`src/rtl/pipe_fetch_queue.sv`:
```
// pipe_fetch_queue: instruction fetch front-end. Owns the fetch PC, keeps
// several memory reads in flight, buffers returned words in a small FIFO and
// flushes everything on a jump/branch redirect.
//
// Handshakes: a memory request transfers on a cycle where fetchEnable and
// fetchReady are both high. A response transfers on any cycle with
// fetchDataValid high (no back-pressure). An instruction is consumed on a
// cycle where instructionValid and instructionReady are both high.
// fetchEnable never depends on fetchReady, and instructionValid never depends
// on instructionReady.
module pipe_fetch_queue #(
  parameter logic [31:0] PROGRAM_COUNTER_RESET = 32'h0,
  parameter int          QUEUE_DEPTH           = 4
) (
  input  logic        clk,
  input  logic        rst_n,
  input  logic        enable,
  input  logic        jumpEnable,
  input  logic [31:0] jumpAddress,
  output logic [31:0] fetchAddress,
  output logic        fetchEnable,
  input  logic        fetchReady,
  input  logic        fetchDataValid,
  input  logic [31:0] fetchData,
  output logic        instructionValid,
  input  logic        instructionReady,
  output logic [31:0] instruction,
  output logic [31:0] instructionProgramCounter,
  output logic        addressMisaligned
);

  localparam int AW = $clog2(QUEUE_DEPTH);
  localparam int CW = AW + 1;
  localparam logic [CW:0] DEPTH_EXT = (CW + 1)'(QUEUE_DEPTH);

  logic [31:0]   fetch_pc;
  logic [31:0]   response_pc;
  logic [CW-1:0] outstanding;
  logic [CW-1:0] discard;
  logic [CW-1:0] occupancy;
  logic          halted;
  logic [AW-1:0] rd_ptr;
  logic [AW-1:0] wr_ptr;

  logic [31:0]   data_mem  [QUEUE_DEPTH];
  logic [31:0]   pc_mem    [QUEUE_DEPTH];
  logic          fault_mem [QUEUE_DEPTH];

  logic [CW:0]   committed;
  logic          has_space;
  logic          aligned;
  logic          req_fire;
  logic          resp_stale;
  logic          resp_push;
  logic          fault_push;
  logic          push;
  logic          pop;
  logic [31:0]   push_data;
  logic [31:0]   push_pc;

  // Space counts buffered plus live in-flight requests; stale (discarded)
  // requests never land in the FIFO, so they do not hold back a redirect.
  assign committed = {1'b0, occupancy} + {1'b0, outstanding};
  assign has_space = committed < DEPTH_EXT;
  assign aligned   = (fetch_pc[1:0] == 2'b00);

  // Gated by rst_n so the request strobe drops the instant reset asserts,
  // even though enable may still be high.
  assign fetchEnable  = rst_n & enable & ~jumpEnable & ~halted & aligned & has_space;
  assign fetchAddress = fetch_pc;

  assign req_fire   = fetchEnable & fetchReady;
  assign resp_stale = fetchDataValid & (discard != '0);
  assign resp_push  = fetchDataValid & (discard == '0) & ~jumpEnable;
  // A misaligned PC is reported only once the pipe is quiet, so the fault
  // entry lands after every older instruction.
  assign fault_push = ~jumpEnable & ~halted & ~aligned &
                      (occupancy == '0) & (outstanding == '0);
  assign push       = resp_push | fault_push;
  assign pop        = instructionValid & instructionReady & ~jumpEnable;

  assign push_data  = resp_push ? fetchData : 32'h0;
  assign push_pc    = resp_push ? response_pc : fetch_pc;

  assign instructionValid          = (occupancy != '0);
  assign instruction               = data_mem[rd_ptr];
  assign instructionProgramCounter = pc_mem[rd_ptr];
  assign addressMisaligned         = fault_mem[rd_ptr];

  // PCs, request accounting, halt flag and FIFO pointers; a jump overrides all.
  always_ff @(posedge clk or negedge rst_n) begin
    if (!rst_n) begin
      fetch_pc    <= PROGRAM_COUNTER_RESET;
      response_pc <= PROGRAM_COUNTER_RESET;
      outstanding <= '0;
      discard     <= '0;
      occupancy   <= '0;
      halted      <= 1'b0;
      rd_ptr      <= '0;
      wr_ptr      <= '0;
    end else if (jumpEnable) begin
      fetch_pc    <= jumpAddress;
      response_pc <= jumpAddress;
      outstanding <= '0;
      // Every request still owed becomes stale. A response arriving right
      // now retires one of them, whichever pool it belonged to.
      discard     <= discard + outstanding - CW'(fetchDataValid);
      occupancy   <= '0;
      halted      <= 1'b0;
      rd_ptr      <= '0;
      wr_ptr      <= '0;
    end else begin
      if (req_fire) begin
        fetch_pc <= fetch_pc + 32'd4;
      end
      if (resp_push) begin
        response_pc <= response_pc + 32'd4;
      end
      outstanding <= outstanding + CW'(req_fire) - CW'(resp_push);
      if (resp_stale) begin
        discard <= discard - 1'b1;
      end
      if (fault_push) begin
        halted <= 1'b1;
      end
      if (push) begin
        wr_ptr <= wr_ptr + 1'b1;
      end
      if (pop) begin
        rd_ptr <= rd_ptr + 1'b1;
      end
      occupancy <= occupancy + CW'(push) - CW'(pop);
    end
  end

  // FIFO storage: write the pushed entry at the tail.
  always_ff @(posedge clk or negedge rst_n) begin
    if (!rst_n) begin
      for (int i = 0; i < QUEUE_DEPTH; i++) begin
        data_mem[i]  <= '0;
        pc_mem[i]    <= '0;
        fault_mem[i] <= 1'b0;
      end
    end else if (push) begin
      data_mem[wr_ptr]  <= push_data;
      pc_mem[wr_ptr]    <= push_pc;
      fault_mem[wr_ptr] <= fault_push & ~resp_push;
    end
  end

endmodule
```
`config.mk`:
```
export PLATFORM = sky130hd
export DESIGN_NAME = pipe_fetch_queue
export DESIGN_NICKNAME = d
export VERILOG_FILES = /design/src/rtl/pipe_fetch_queue.sv
export SDC_FILE = /design/constraint.sdc
export NUM_CORES = 1
export LEC_CHECK = 0
export CAP_MARGIN = 20
export CORE_ASPECT_RATIO = 1.25
export CORE_MARGIN = 1.5
export CORE_UTILIZATION = 60
export CTS_CLUSTER_DIAMETER = 120
export DETAILED_ROUTE_END_ITERATION = 8
export PLACE_DENSITY = 0.84
export SETUP_SLACK_MARGIN = 0.15
export SYNTH_ARGS = -nofsm -noshare
export SYNTH_HDL_FRONTEND = slang
export SYNTH_SLANG_ARGS = --single-unit
```
`constraint.sdc`:
```
create_clock -name clk -period 5.11 [get_ports clk]
set_clock_uncertainty 0.05 [all_clocks]
set_input_delay 1.533 -clock clk [delete_from_list [all_inputs] [get_ports clk]]
set_output_delay 1.533 -clock clk [all_outputs]
set_load 0.05 [all_outputs]
```
Word level (Yosys, flattened, before mapping). Cells that the tools add are included.

Add/subtract/negate cells: 12. Magnitude comparators: 4. Muxes and demuxes: 32. Bitwise operators: 23. Reductions and logical operators: 13.

Operators with widths (number): 32-bit 2-to-1 mux (11); 128-bit bitwise mux (2); 32-bit binary-select mux with 2-bit select (2); 32-bit by 3-bit adder with 32-bit output, second input constant (2); 32-bit demux with 2-bit select (1); 1-bit bitwise AND (16); 3-bit 2-to-1 mux (4); 2-bit nonzero test (6); 3-bit zero test (3); 3-bit by 1-bit subtractor with 3-bit output (3); 2-bit 2-to-1 mux (4); 3-bit by 1-bit adder with 3-bit output (2); 3-bit >= comparator, second input constant (2); 2-bit inverter with 3-bit output (2); 3-bit nonzero test (2); 1-bit 2-to-1 mux (5); 2-bit by 1-bit adder with 2-bit output, second input constant (2); 3-bit by 3-bit adder with 4-bit output (1); 4-bit bitwise mux (1); 4-bit by 3-bit less-than comparator with 1-bit output, second input constant (1); 1-bit inverter (4); 3-bit adder (1); 3-bit by 1-bit less-than comparator with 1-bit output, second input constant (1); 3-bit by 1-bit subtractor with 3-bit output, second input constant (1); other kinds (5) (5).

Register bits: 338. Output and inout port bits: 99.

Longest topological paths before layout. Gate-level depths: netlist of run 1.

Depth after elaboration: 9. Depth in mapped cells: 14. Depth with buffers taken out: 13.

Least setup slack after synthesis of run 1. No wires, ideal clock.

Path type: input to output. Start: input port jumpEnable. End: output port fetchEnable. Data arrival time: 3675 ps. Setup slack: -148 ps. Cell stages on the path: 3. Path through: buf_6 > or4_4 > nor4_1.

Word-level cells in the longest chain between the ends: 5.

Ends and longest elaborated chain: start, declared (RTL line 18) `input logic jumpEnable,`; 1-bit inverter (RTL line 69) `assign fetchEnable = rst_n & enable & ~jumpEnable & ~halted & aligned & has_space;`; 1-bit bitwise AND (4 in a row) (RTL line 69); end, declared (RTL line 21) `output logic fetchEnable,`.

No other way between the ends.

Final worst setup path of run 1.
Start: register rd_ptr[0]. End: output port instructionProgramCounter[22].

Word-level cells in the longest chain between the ends: 4.

Ends and longest elaborated chain: start, declared (RTL line 42) `logic [AW-1:0] rd_ptr;`; start signal, assigned (RTL line 130) `rd_ptr <= rd_ptr + 1'b1;`; 2-bit inverter with 3-bit output (implied by the code) (RTL line 87) `assign instructionProgramCounter = pc_mem[rd_ptr];`; 32-bit binary-select mux with 2-bit select (RTL line 87); 32-bit 2-to-1 mux (implied by the code) (2 in a row) (RTL line 87); end, declared (RTL line 28) `output logic [31:0] instructionProgramCounter,`.

No other way between the ends. The select of a mux whose other input is x is not followed.

==> results of run 1 <==
where the power goes:
| part | internal [µW] | switching [µW] |
|---|---|---|
| registers | 3570 | 599 |
| clock network | 1680 | 1040 |
| logic | 2080 | 2540 |
| total | 7330 | 4170 |
area by class of cell:
type                    count  area (µm²)
multi-input cells         729        6930
flip-flops and latches    338        8460
clock inverters            12         216
inverters                  31         116
well taps                 340         425
fillers                  1662        6790
repair buffers            193        1980
clock buffers              50        1010
critical path, delay by kind of cell (launching register included):
family | cells | cell delay [ps]
mux | 1 | 560
flops | 1 | 710
buf+inv | 2 | 1030
layout by cell type, fill, tap and decap left out, drive strengths merged, types with 3 or more instances in the layout:
cell / n
dfrtp: 338
clkdlybuf4s50: 166
mux2: 165
a22o: 128
mux4: 65
nand2: 58
clkbuf: 50
xor2: 34
inv: 32
nand3: 31
o21ai: 30
nor2: 30
buf: 27
xnor2: 23
nand4: 21
ha: 17
a21boi: 16
nor3: 13
a21oi: 12
nor4: 11
and4: 8
nand2b: 8
or4: 8
and3: 7
and2: 7
bufinv: 6
mux2i: 5
or3: 4
o211ai: 4
o31a: 4
clkinv: 4
o311ai: 3
fa: 3
kinds of logic (layout without fill, tap and decap cells):
group           count (synthesis)  in the layout  synth area share [%]
compound gates                203            203                  10.0
xor+xnor                       57             57                  3.16
fa+ha+maj                      20             20                  1.73
buf+inv                       110            286                  2.77
flops                         338            338                  53.5
mux                           235            235                  21.3
simple gates                  214            214                  7.46
through the flow:
step | setup WS (ps) | total power, µW | cells | cell area (µm²)
after detailed placement | 703 | 8790 | 1631 | 17900
after CTS | 627 | 11600 | 1693 | 19100
after floorplan | 442 | 7320 | 1177 | 15800
final | 699 | 11500 | 1693 | 19100
after global placement | 742 | 8650 | 1631 | 17900
after global routing | 566 | 12000 | 1693 | 19100
flip-flops by register name (all words and copies together) (netlist names):
register      cells
data_mem        128
pc_mem          128
fetchAddress     32
response_pc      32
fault_mem         4
discard           3
occupancy         3
outstanding       3
rd_ptr            2
wr_ptr            2
halted            1
layer usage:
| metal | up-vias | wire length, µm |
|---|---|---|
| li1 | 4699 | - |
| met1 | 5620 | 15700 |
| met2 | 374 | 20200 |
| met3 | 75 | 2310 |
| met4 | 0 | 1110 |
| met5 | - | 0 |
worst max path at each step:
stage                from                       endpoint  slack (ps)
2_1_floorplan  jumpEnable                    fetchEnable         440
3_3_place_gp   jumpEnable                    fetchEnable         740
3_5_place_dp   jumpEnable                   occupancy[2]         700
4_1_cts         rd_ptr[0]  instructionProgramCounter[22]         630
5_1_grt         rd_ptr[0]  instructionProgramCounter[22]         570
6_report        rd_ptr[0]  instructionProgramCounter[22]         700
==> run metrics, run 1 <==
# DRC=0; Clock transition at path regs=60 ps; Pwr Density=601 nW/µm²; Nets=1419; post-synth cell types=51; initial antenna violation count=0; Async SR Flop Fraction=100%; Congestion Overflow GR=0; CP endpoint kind=output port; class of the most critical setup path=flip-flop to output port; count leader, synth=dfrtp_1; worst flop-to-flop path endpoint=outstanding[2]; # diodes=0; worst slew pin tran=973 ps; Initial Util=61.0%; Bufs on Longest Clock Path=3; FF-to-FF path depth=12; Syn Nets=1268; Synth area leader=dfrtp_1; WHS Path Cells=1; core area=25900 µm²; Max Freq=227 MHz; reg-to-reg slack, setup=1870 ps; Max VDD drop=0.498 mV; vias=10.8k; Min Clock Period, post-route=4410 ps; Hold Slack=437 ps; Tot GR Track Use=30.0%; most frequent cells after synthesis=dfrtp_1, mux2_2, a22o_1, mux4_2, clkbuf_1; GP Congestion=0.876; CTS resizes=0; largest net degree at the start of global routing=178; # setup viols final=0; post-CTS setup buffers=0; Rows=66; EDFF count, synth=0; Root Driver=clkbuf_16; Leak=0.00828 µW; worst hold start=pc_mem[10]; reg-to-reg critical path startpoint=outstanding[2]; largest fanout on the critical path=20; Worst path max stage delay=720 ps; die width=148 µm; min-delay worst type=flip-flop to flip-flop; synth warn=0; Worst EP arrival=2830 ps; Period Utilization, post-route=86.3%; synthesized flop and latch total=338; RSZ-0062 raised after global routing=false; CTS Buf Count=35; max cap viols=0; Routed wire per std cell=23.2 µm; Avg Cell Area, Syn=13.4 µm²; met2 usage=52.1%; First-pass DRT Iterations=4; fin util=73.8%; met3 GRT Util=4.85%; Most used DFF post-synth=dfrtp_1; clk sinks=338; die area=27300 µm²; worst hold endpoint=pc_mem[10]; Pins Over Slew Limit=0; post-synthesis sequential area ratio=53.5%; Cell Chain, Critical Path=buf_4 -> mux4_2 -> clkdlybuf4s50_1; met1 Usage GRT=38.8%; slowest CP cell=clkdlybuf4s50_1; DRT iter0 DRCs=818; Port Buffers=169; global-route wire length before repair=63700 µm; Hold Fails Final Rpt=0; CTS tree=done; Most Crowded Layer GR=met2; Area growth syn-to-layout=21.1%; Post-Route WL=39300 µm; level count of the clock H-tree=2; routed vias/inst=6.36; setup TNS=0 ps; Die Height=184 µm; Routed Antenna Nets=0; # IOs=170; synthesized cell area=15800 µm²; vias in the first global route=11.6k; element type at the critical path start=flip-flop; outcome=finished, final reports clean; Yosys top cell area share=53.5%; top post-synthesis cells by area=dfrtp_1, mux2_2, mux4_2, a22o_1, xor2_1; Clock Latency Late Sink=510 ps; layout cells sized above 1=22.8%; Syn Inst Count=1177; Rel. slew slack=35.1%; Hold Buf Count CTS=0; Post-DP HPWL=24500 µm; WP data required=3530 ps
Power figures use the tool's default switching activity.
==> run 2, diff against run 1 <==
--- a/config.mk
+++ b/config.mk
@@ -6,12 +6,14 @@
 export NUM_CORES = 1
 export LEC_CHECK = 0
 export CAP_MARGIN = 20
+export CELL_PAD_IN_SITES_DETAIL_PLACEMENT = 1
+export CELL_PAD_IN_SITES_GLOBAL_PLACEMENT = 1
 export CORE_ASPECT_RATIO = 1.25
 export CORE_MARGIN = 1.5
-export CORE_UTILIZATION = 60
+export CORE_UTILIZATION = 42
 export CTS_CLUSTER_DIAMETER = 120
 export DETAILED_ROUTE_END_ITERATION = 8
-export PLACE_DENSITY = 0.84
+export PLACE_DENSITY_LB_ADDON = 0.1
 export SETUP_SLACK_MARGIN = 0.15
 export SYNTH_ARGS = -nofsm -noshare
 export SYNTH_HDL_FRONTEND = slang
==> constraint.sdc (replaced) <==
create_clock -name clk -period 3.9 [get_ports clk]
set_clock_uncertainty 0.05 [all_clocks]
set_input_delay 1.17 -clock clk [delete_from_list [all_inputs] [get_ports clk]]
set_output_delay 1.17 -clock clk [all_outputs]
set_load 0.05 [all_outputs]
==> run 2 against run 1 <==
Combinational power increased by 30%. Total power up 33%. Cell count grew 10%. Cell area up 2.7%. Wire length rose by 13%. Highest routed layer unchanged.
==> run metrics, run 2 (synthesis results as in run 1) <==
First-pass DRT Iterations=4; die width=177 µm; level count of the clock H-tree=2; WP data required=2680 ps; GP Congestion=0.793; Max VDD drop=0.477 mV; Clock transition at path regs=60 ps; fin util=52.9%; die area=38800 µm²; element type at the critical path start=flip-flop; Post-DP HPWL=29100 µm; slowest CP cell=clkdlybuf4s50_1; initial antenna violation count=0; Bufs on Longest Clock Path=3; Largest regs=data_mem (128), pc_mem (128); Routed Antenna Nets=0; worst flop-to-flop path endpoint=outstanding[2]; Hold Slack=367 ps; Post-Route WL=44500 µm; # IOs=170; vias=10.7k; FILL cells=3700; Max Freq=277 MHz; Tot GR Track Use=23.8%; Cell Chain, Critical Path=buf_12 -> mux4_2 -> clkdlybuf4s50_1; vias in the first global route=11.8k; Congestion Overflow GR=0; Routed wire per std cell=23.9 µm; Pins Over Slew Limit=0; Worst path max stage delay=720 ps; global-route wire length before repair=70800 µm; worst path bufs/invs=2; DRT iter0 DRCs=549; outcome=finished, final reports clean; Die Height=220 µm; Final Power=15400 µW; CP endpoint kind=output port; Nets=1442; # DRC=0; min-delay worst type=input port to async pin; Clock Latency Late Sink=530 ps; Worst EP arrival=2390 ps; setup TNS=0 ps; most common cell after layout, fill and taps aside=dfrtp_1; RSZ-0062 raised after global routing=false; worst slew pin tran=989 ps; Crit path max-delay family=buffers and inverters; Rel. slew slack=34.1%; reg-to-reg critical path startpoint=outstanding[2]; Hold Fails Final Rpt=0; CTS tree=done; class of the most critical setup path=flip-flop to output port; clk sinks=338; Min Clock Period, post-route=3610 ps; Leak=0.00867 µW; reg-to-reg slack, setup=1000 ps; CTS Buf Count=38; # diodes=0; routed vias/inst=5.74; Root Driver=clkbuf_16; Initial Util=42.5%; FF-to-FF path depth=11; Area growth syn-to-layout=24.4%; Port Buffers=169; layout cells sized above 1=25.1%; largest net degree at the start of global routing=157; core area=37200 µm²; commonest non-fill, non-tap cells in the layout=dfrtp_1, mux2_2, a22o_1, clkdlybuf4s50_1, mux4_2; # setup viols final=0; Period Utilization, post-route=92.6%; max cap viols=0; largest fanout on the critical path=20; Rows=79; Pwr Density=781 nW/µm²
## run 2: repair_timing
action                                  in CTS  in global routing
hold buffers                                 0                  0
endpoints found under the setup margin      46                  3
gates resized for setup                     46                  2
buffers inserted                             0                  3
hold endpoints to repair                     0                  0
## run 2: layout make-up
class	instances	area, µm²	share of cell area (%)
inverter	31	116	0.592
multi-input combinational	729	6930	35.3
timing repair buffer	213	2180	11.1
sequential	338	8460	43.0
tap	486	608	3.09
clock buffer	54	1100	5.61
clock inverter	15	260	1.32
## run 2: metal layers
metal,vias to the layer above,routed length (µm),global-route usage [%]
met5,-,0,0
met4,0,746,5.20
met3,56,1640,3.38
met2,211,22600,41.3
met1,5706,19500,31.5
li1,4743,-,-
## run 2: worst max path at each step
stage / slack, ps / endpoint / depth (start not counted) / start
after floorplan: 170 / outstanding[2] / 12 / jumpEnable
after global placement: 360 / occupancy[2] / 12 / jumpEnable
after detailed placement: 320 / occupancy[2] / 12 / jumpEnable
after CTS: 160 / instructionProgramCounter[18] / 2 / rd_ptr[0]
after global routing: 190 / instructionProgramCounter[12] / 3 / rd_ptr[1]
final: 290 / instructionProgramCounter[10] / 3 / rd_ptr[1]
## run 2: where the power goes
part           switching [µW]  internal [µW]
combinational            3390           2630
sequential                749           4680
clock                    1470           2440
## run 2: metrics by stage
stage               instance area [µm²]  worst slack, ps  std cells
finish                            19700              287       1866
global route                      19700              192       1866
CTS                               19600              161       1863
detailed placement                18300              322       1794
global placement                  18300              361       1794
floorplan                         15800              167       1177
==> RTL change 1: new RTL, config.mk and constraints of run 1 <==
`QUEUE_DEPTH`: 4 -> 2.
--- a/src/rtl/pipe_fetch_queue.sv
+++ b/src/rtl/pipe_fetch_queue.sv
@@ -11,5 +11,5 @@
 module pipe_fetch_queue #(
   parameter logic [31:0] PROGRAM_COUNTER_RESET = 32'h0,
-  parameter int          QUEUE_DEPTH           = 4
+  parameter int          QUEUE_DEPTH           = 2
 ) (
   input  logic        clk,
Behaviour: not the same (a bounded check fails within 4 cycles, from zero or initial values and one cycle with rst_n low).
==> RTL change 1 against run 1 <==
- global-route usage shrank 0.93 points
- worst setup slack gained 20 ps
- sequential cell count shrank 135
- largest cell class unchanged
- synthesized area shrank 36%
- fmax grew 0.44%
- sequential power shrank 38%
- wire length shrank 35%
- first-iteration DRC count shrank 38%
- final area shrank 34%
- die area shrank 36%
- synthesized cell count shrank 25%
- total power shrank 32%
==> RTL change 1: results (changes against run 1) <==
* Status: completed
* Slew at the pin with the worst max-slew slack at 1030 ps (+55.9 ps)
* Global placer's final weighted congestion at 0.849 (-3.1%)
* First-iteration detailed-routing DRC count at 507 (-38%)
* Clock tree root buffer cell: sky130_fd_sc_hd__clkbuf_16
* Sequential fraction of the synthesis area at 50.6% (-2.9 points)
* Startpoint of the most critical hold path: data_mem[29]
* Delay of the slowest cell on the worst path at 450 ps (-270 ps)
* Regs by FF count: data_mem (64), pc_mem (64)
* Vias in the first global route at 8005 (-31%)
* Hold Violations, Final at 0 (unchanged)
* Number of fillers in the final layout at 1059 (-36%)
* Cts bufs inserted at 21 (-40%)
* Share of flip-flops with an asynchronous set or reset at 100% (unchanged)
* Reg-to-reg setup timing slack at 1970 ps (+100 ps)
* Destination of the worst hold path: data_mem[29]
* Cells on worst reg2reg path at 10 (-2)
* Number of setup buffers added after CTS at 0 (unchanged)
* Total vias in the final route at 7644 (-29%)
* Average cell area after synthesis at 11.4 um^2 (-15%)
* Routed WL per cell at 20.0 um (-14%)
* Worst Hold Depth at 1 (unchanged)
* First-pass GRT wire length at 40.9 mm (-36%)
* Kind of cell adding the most delay to the critical path: simple AND/OR/NAND/NOR gates
* Die Span X at 119 um (-20%)
* Net Count, Synth at 964 (-24%)
* WL final at 25.4 mm (-35%)
* Reg-to-reg critical path startpoint: occupancy[0]
* Clock transition at path regs at 60 ps (about the same)
* Hold slack final at 443 ps (+6.02 ps)
* Maximum fanout along the worst path at 3 (-85%)
* N_diodes at 0 (unchanged)
* Fraction of layout instances using a drive strength above 1 at 19.2% (-3.6 points)
* Maximum number of pins on one net before global-route repair at 69 (-61%)
* Number of instances resized during post-cts repair at 0 (unchanged)
* Placed cell count at 1234 (-24%)
* P_leak at 5.73 nW (-31%)
* Hold Path Class: flop to flop
* Placed instance area at 11900 um^2 (-33%)
* Largest cells by area after synthesis: sky130_fd_sc_hd__dfrtp_1 51%, sky130_fd_sc_hd__mux2_2 9.3%, sky130_fd_sc_hd__mux2_4 8.2%
* Post-layout nets at 1122 (-21%)
* Maximum vdd ir drop at 0.504 mV (+1.2%)
* Count of warnings emitted by yosys at 0 (unchanged)
* Worst slack after detailed placement at 747 ps (+43.7 ps)
* Unique masters post-synth at 49 (-3.9%)
* Htree depth at 1 (-1)
* Clock latency reported for the late side of the worst-skew pair at about 500 ps
* Top cell types by occurrence after synthesis: 203 x sky130_fd_sc_hd__dfrtp_1, 136 x sky130_fd_sc_hd__nand2_1, 83 x sky130_fd_sc_hd__mux2_2
* Total Routing Usage GR at 29.1% (-0.93 points)
* First-pass detailed-route iteration total at 6 (+2)
* Number of buffers on the longest clock path at 3 (unchanged)
* Number of antenna violations at the first check in global routing at 0 (unchanged)
* Half-perimeter wire length of the detailed placement result at 16.2 mm (-34%)
* Arr. time, crit path at 2810 ps (-20 ps)
* FF-to-FF End: outstanding[1]
[RTL change 1: cell count changes in the layout (fill, tap and decap cells not counted), sizes merged, moves of 7 or more]
cell,delta
dfrtp,-135
nand2,+78
mux4,-65
a22o,-64
mux2,-27
clkbuf,-21
o21ai,+18
a21boi,-14
inv,-14
xnor2,-9
buf,-8
ha,-8
nor3,-7
[RTL change 1: cell families after synthesis]
logic type               count (synthesis)  synth area share [%]
multiplexers                           139                  17.6
XOR/XNOR                                45                  3.92
AND/OR/NAND/NOR                        264                  12.4
buffers and inverters                   70                  3.10
flip-flops                             203                  50.6
AO/OA/AOI/OAI                          152                  11.1
adder cells (fa/ha/maj)                 10                  1.32
[RTL change 1: cell type report]
cell class / count / area, um^2 / share of cell area (%)
Clock buffer: 28 / 612 / 4.86
Clock inverter: 5 / 52.6 / 0.417
Inverter: 19 / 71.3 / 0.566
Multi-Input combinational cell: 610 / 4660 / 37.0
Sequential cell: 203 / 5080 / 40.3
Tap cell: 216 / 270 / 2.14
Timing Repair Buffer: 186 / 1850 / 14.7
[RTL change 1: worst max path at each step]
stage	slack (ps)	cells past startpoint	from	end
4_1_cts	740	4	enable	fetchEnable
3_3_place_gp	770	4	enable	fetchEnable
5_1_grt	610	4	enable	fetchEnable
6_report	720	4	enable	fetchEnable
3_5_place_dp	750	4	enable	fetchEnable
2_1_floorplan	1150	2	enable	fetchEnable
[RTL change 1: power by group]
group	total [mW]	internal [mW]	leakage [nW]	switching [mW]
combinational	3.79	1.65	2.84	2.14
sequential	2.59	2.19	2.56	0.394
clock	1.50	0.881	0.329	0.615
total	7.87	4.73	5.73	3.15
[RTL change 1: layer usage]
layer | GRT usage (%) | share of wire, %
met2 | 49.7 | 50
met5 | 0 | 0
met4 | 11.7 | 3.2
met1 | 37.3 | 41
met3 | 4.71 | 6.4
==> RTL change 2: new RTL, flow settings as in run 1 <==
Made on the original files. Make the reset (`rst_n`) synchronous in 2 clocked blocks.
--- a/src/rtl/pipe_fetch_queue.sv
+++ b/src/rtl/pipe_fetch_queue.sv
@@ -89,5 +89,5 @@
 
   // PCs, request accounting, halt flag and FIFO pointers; a jump overrides all.
-  always_ff @(posedge clk or negedge rst_n) begin
+  always_ff @(posedge clk) begin
     if (!rst_n) begin
       fetch_pc    <= PROGRAM_COUNTER_RESET;
@@ -135,5 +135,5 @@
 
   // FIFO storage: write the pushed entry at the tail.
-  always_ff @(posedge clk or negedge rst_n) begin
+  always_ff @(posedge clk) begin
     if (!rst_n) begin
       for (int i = 0; i < QUEUE_DEPTH; i++) begin
Formal check against the unedited RTL: differs if rst_n is asserted again (counterexample within 4 cycles, from zero or initial values and one cycle with rst_n low); with rst_n held inactive, the same outputs for 4 cycles.
==> RTL change 2 against run 1 <==
- synthesized cell count up 5.1%
- wire length down 9.8%
- cell count up 3.3%
- global-route usage down 2.7 points
- worst setup slack worse by 220 ps
- synthesized area down 3.5%
- via count down 3.4%
- sequential cell count up 2
- final area down 3.9%
Power is not compared: it rests on default switching activity, and its combinational part moved more than twofold at a synthesized area within 25%.
==> RTL change 2: results (changes against run 1) <==
* Status: completed
* Share of the synthesized area in the top cell type at 50.6% (-2.9 points)
* Worst slack after detailed placement at 518 ps (-185 ps)
* Number of enable flip-flop cells after synthesis at 257 (+257)
* First-iteration detailed-routing DRC count at 956 (+17%)
* Comb_multi_in at 765 (+4.9%)
* Maximum fanout along the worst path at 4 (-80%)
* Top cell types by occurrence after synthesis: 269 x sky130_fd_sc_hd__nor2_1, 257 x sky130_fd_sc_hd__edfxtp_1, 83 x sky130_fd_sc_hd__dfxtp_1
* Destination of the worst hold path: response_pc[1]
* Detailed route wirelength on metal2 at 18.1 mm (-10%)
* Destination of the critical timing path: fetchEnable
* Maximum number of pins on one net before global-route repair at 89 (-50%)
* GR Util met3 at 4.12% (-0.74 points)
* Met2 track demand over resource at 46.7% (-5.4 points)
* Largest cells by area after synthesis: sky130_fd_sc_hd__edfxtp_1 51%, sky130_fd_sc_hd__dfxtp_1 11%, sky130_fd_sc_hd__mux4_2 9.6%
* WL met3 at 2.61 mm (+13%)
* Reg-to-reg critical path startpoint: discard[0]
* First-pass GRT wire length at 55.7 mm (-13%)
* Primary FF master, synth: sky130_fd_sc_hd__edfxtp_1
* Total of plain and repair buffers excluding clock buffers at 197 (+2.1%)
* Count of placed standard cells in the final layout, fillers left out at 1749 (+3.3%)
* First-pass detailed-route iteration total at 5 (+1)
* Cells on worst reg2reg path at 10 (-2)
* Post-layout nets at 1481 (+4.4%)
* Net Count, Synth at 1324 (+4.4%)
* Layout overhead on the synthesized area at 20.6%
* Signal inverters at 56 (+81%)
* Cts bufs inserted at 34 (-2.9%)
* Global placer's final weighted congestion at 0.886 (+1.2%)
* Fraction of layout instances using a drive strength above 1 at 11.5% (-11 points)
* Global-route track usage on met1 at 36.0% (-2.8 points)
* N_taps at 335 (-1.5%)
* Post-synthesis share of cell area spent on xor and xnor gates at 3.39% (+0.23 points)
[RTL change 2: cell count changes after synthesis, sizes merged, moves of 15 or more]
cell,delta
a21oi,+57
a22o,-128
buf,+15
clkbuf,-18
dfrtp,-338
dfxtp,+83
edfxtp,+257
inv,+23
mux2,-165
mux2i,+22
nand2,+19
nor2,+239
[RTL change 2: worst max-delay path, cell delays in order]
cell,delay [ps]
sky130_fd_sc_hd__clkdlybuf4s50_1,440
sky130_fd_sc_hd__nor3b_1,400
sky130_fd_sc_hd__nand2_1,100
sky130_fd_sc_hd__nor3b_1,380
sky130_fd_sc_hd__buf_12,190
[RTL change 2: power breakdown]
group / internal, mW / switching, mW / leakage (nW)
clock network: 1.27 / 0.997 / 0.473
logic: 0.385 / 0.674 / 2.61
registers: 3.15 / 0.101 / 3.35
total: 4.80 / 1.77 / 6.44
[RTL change 2: per-stage QoR]
stage	hold slack [ps]	power (mW)
global route	429	6.79
CTS	409	6.60
finish	407	6.57
global placement	392	4.33
detailed placement	401	4.36
floorplan	386	3.97
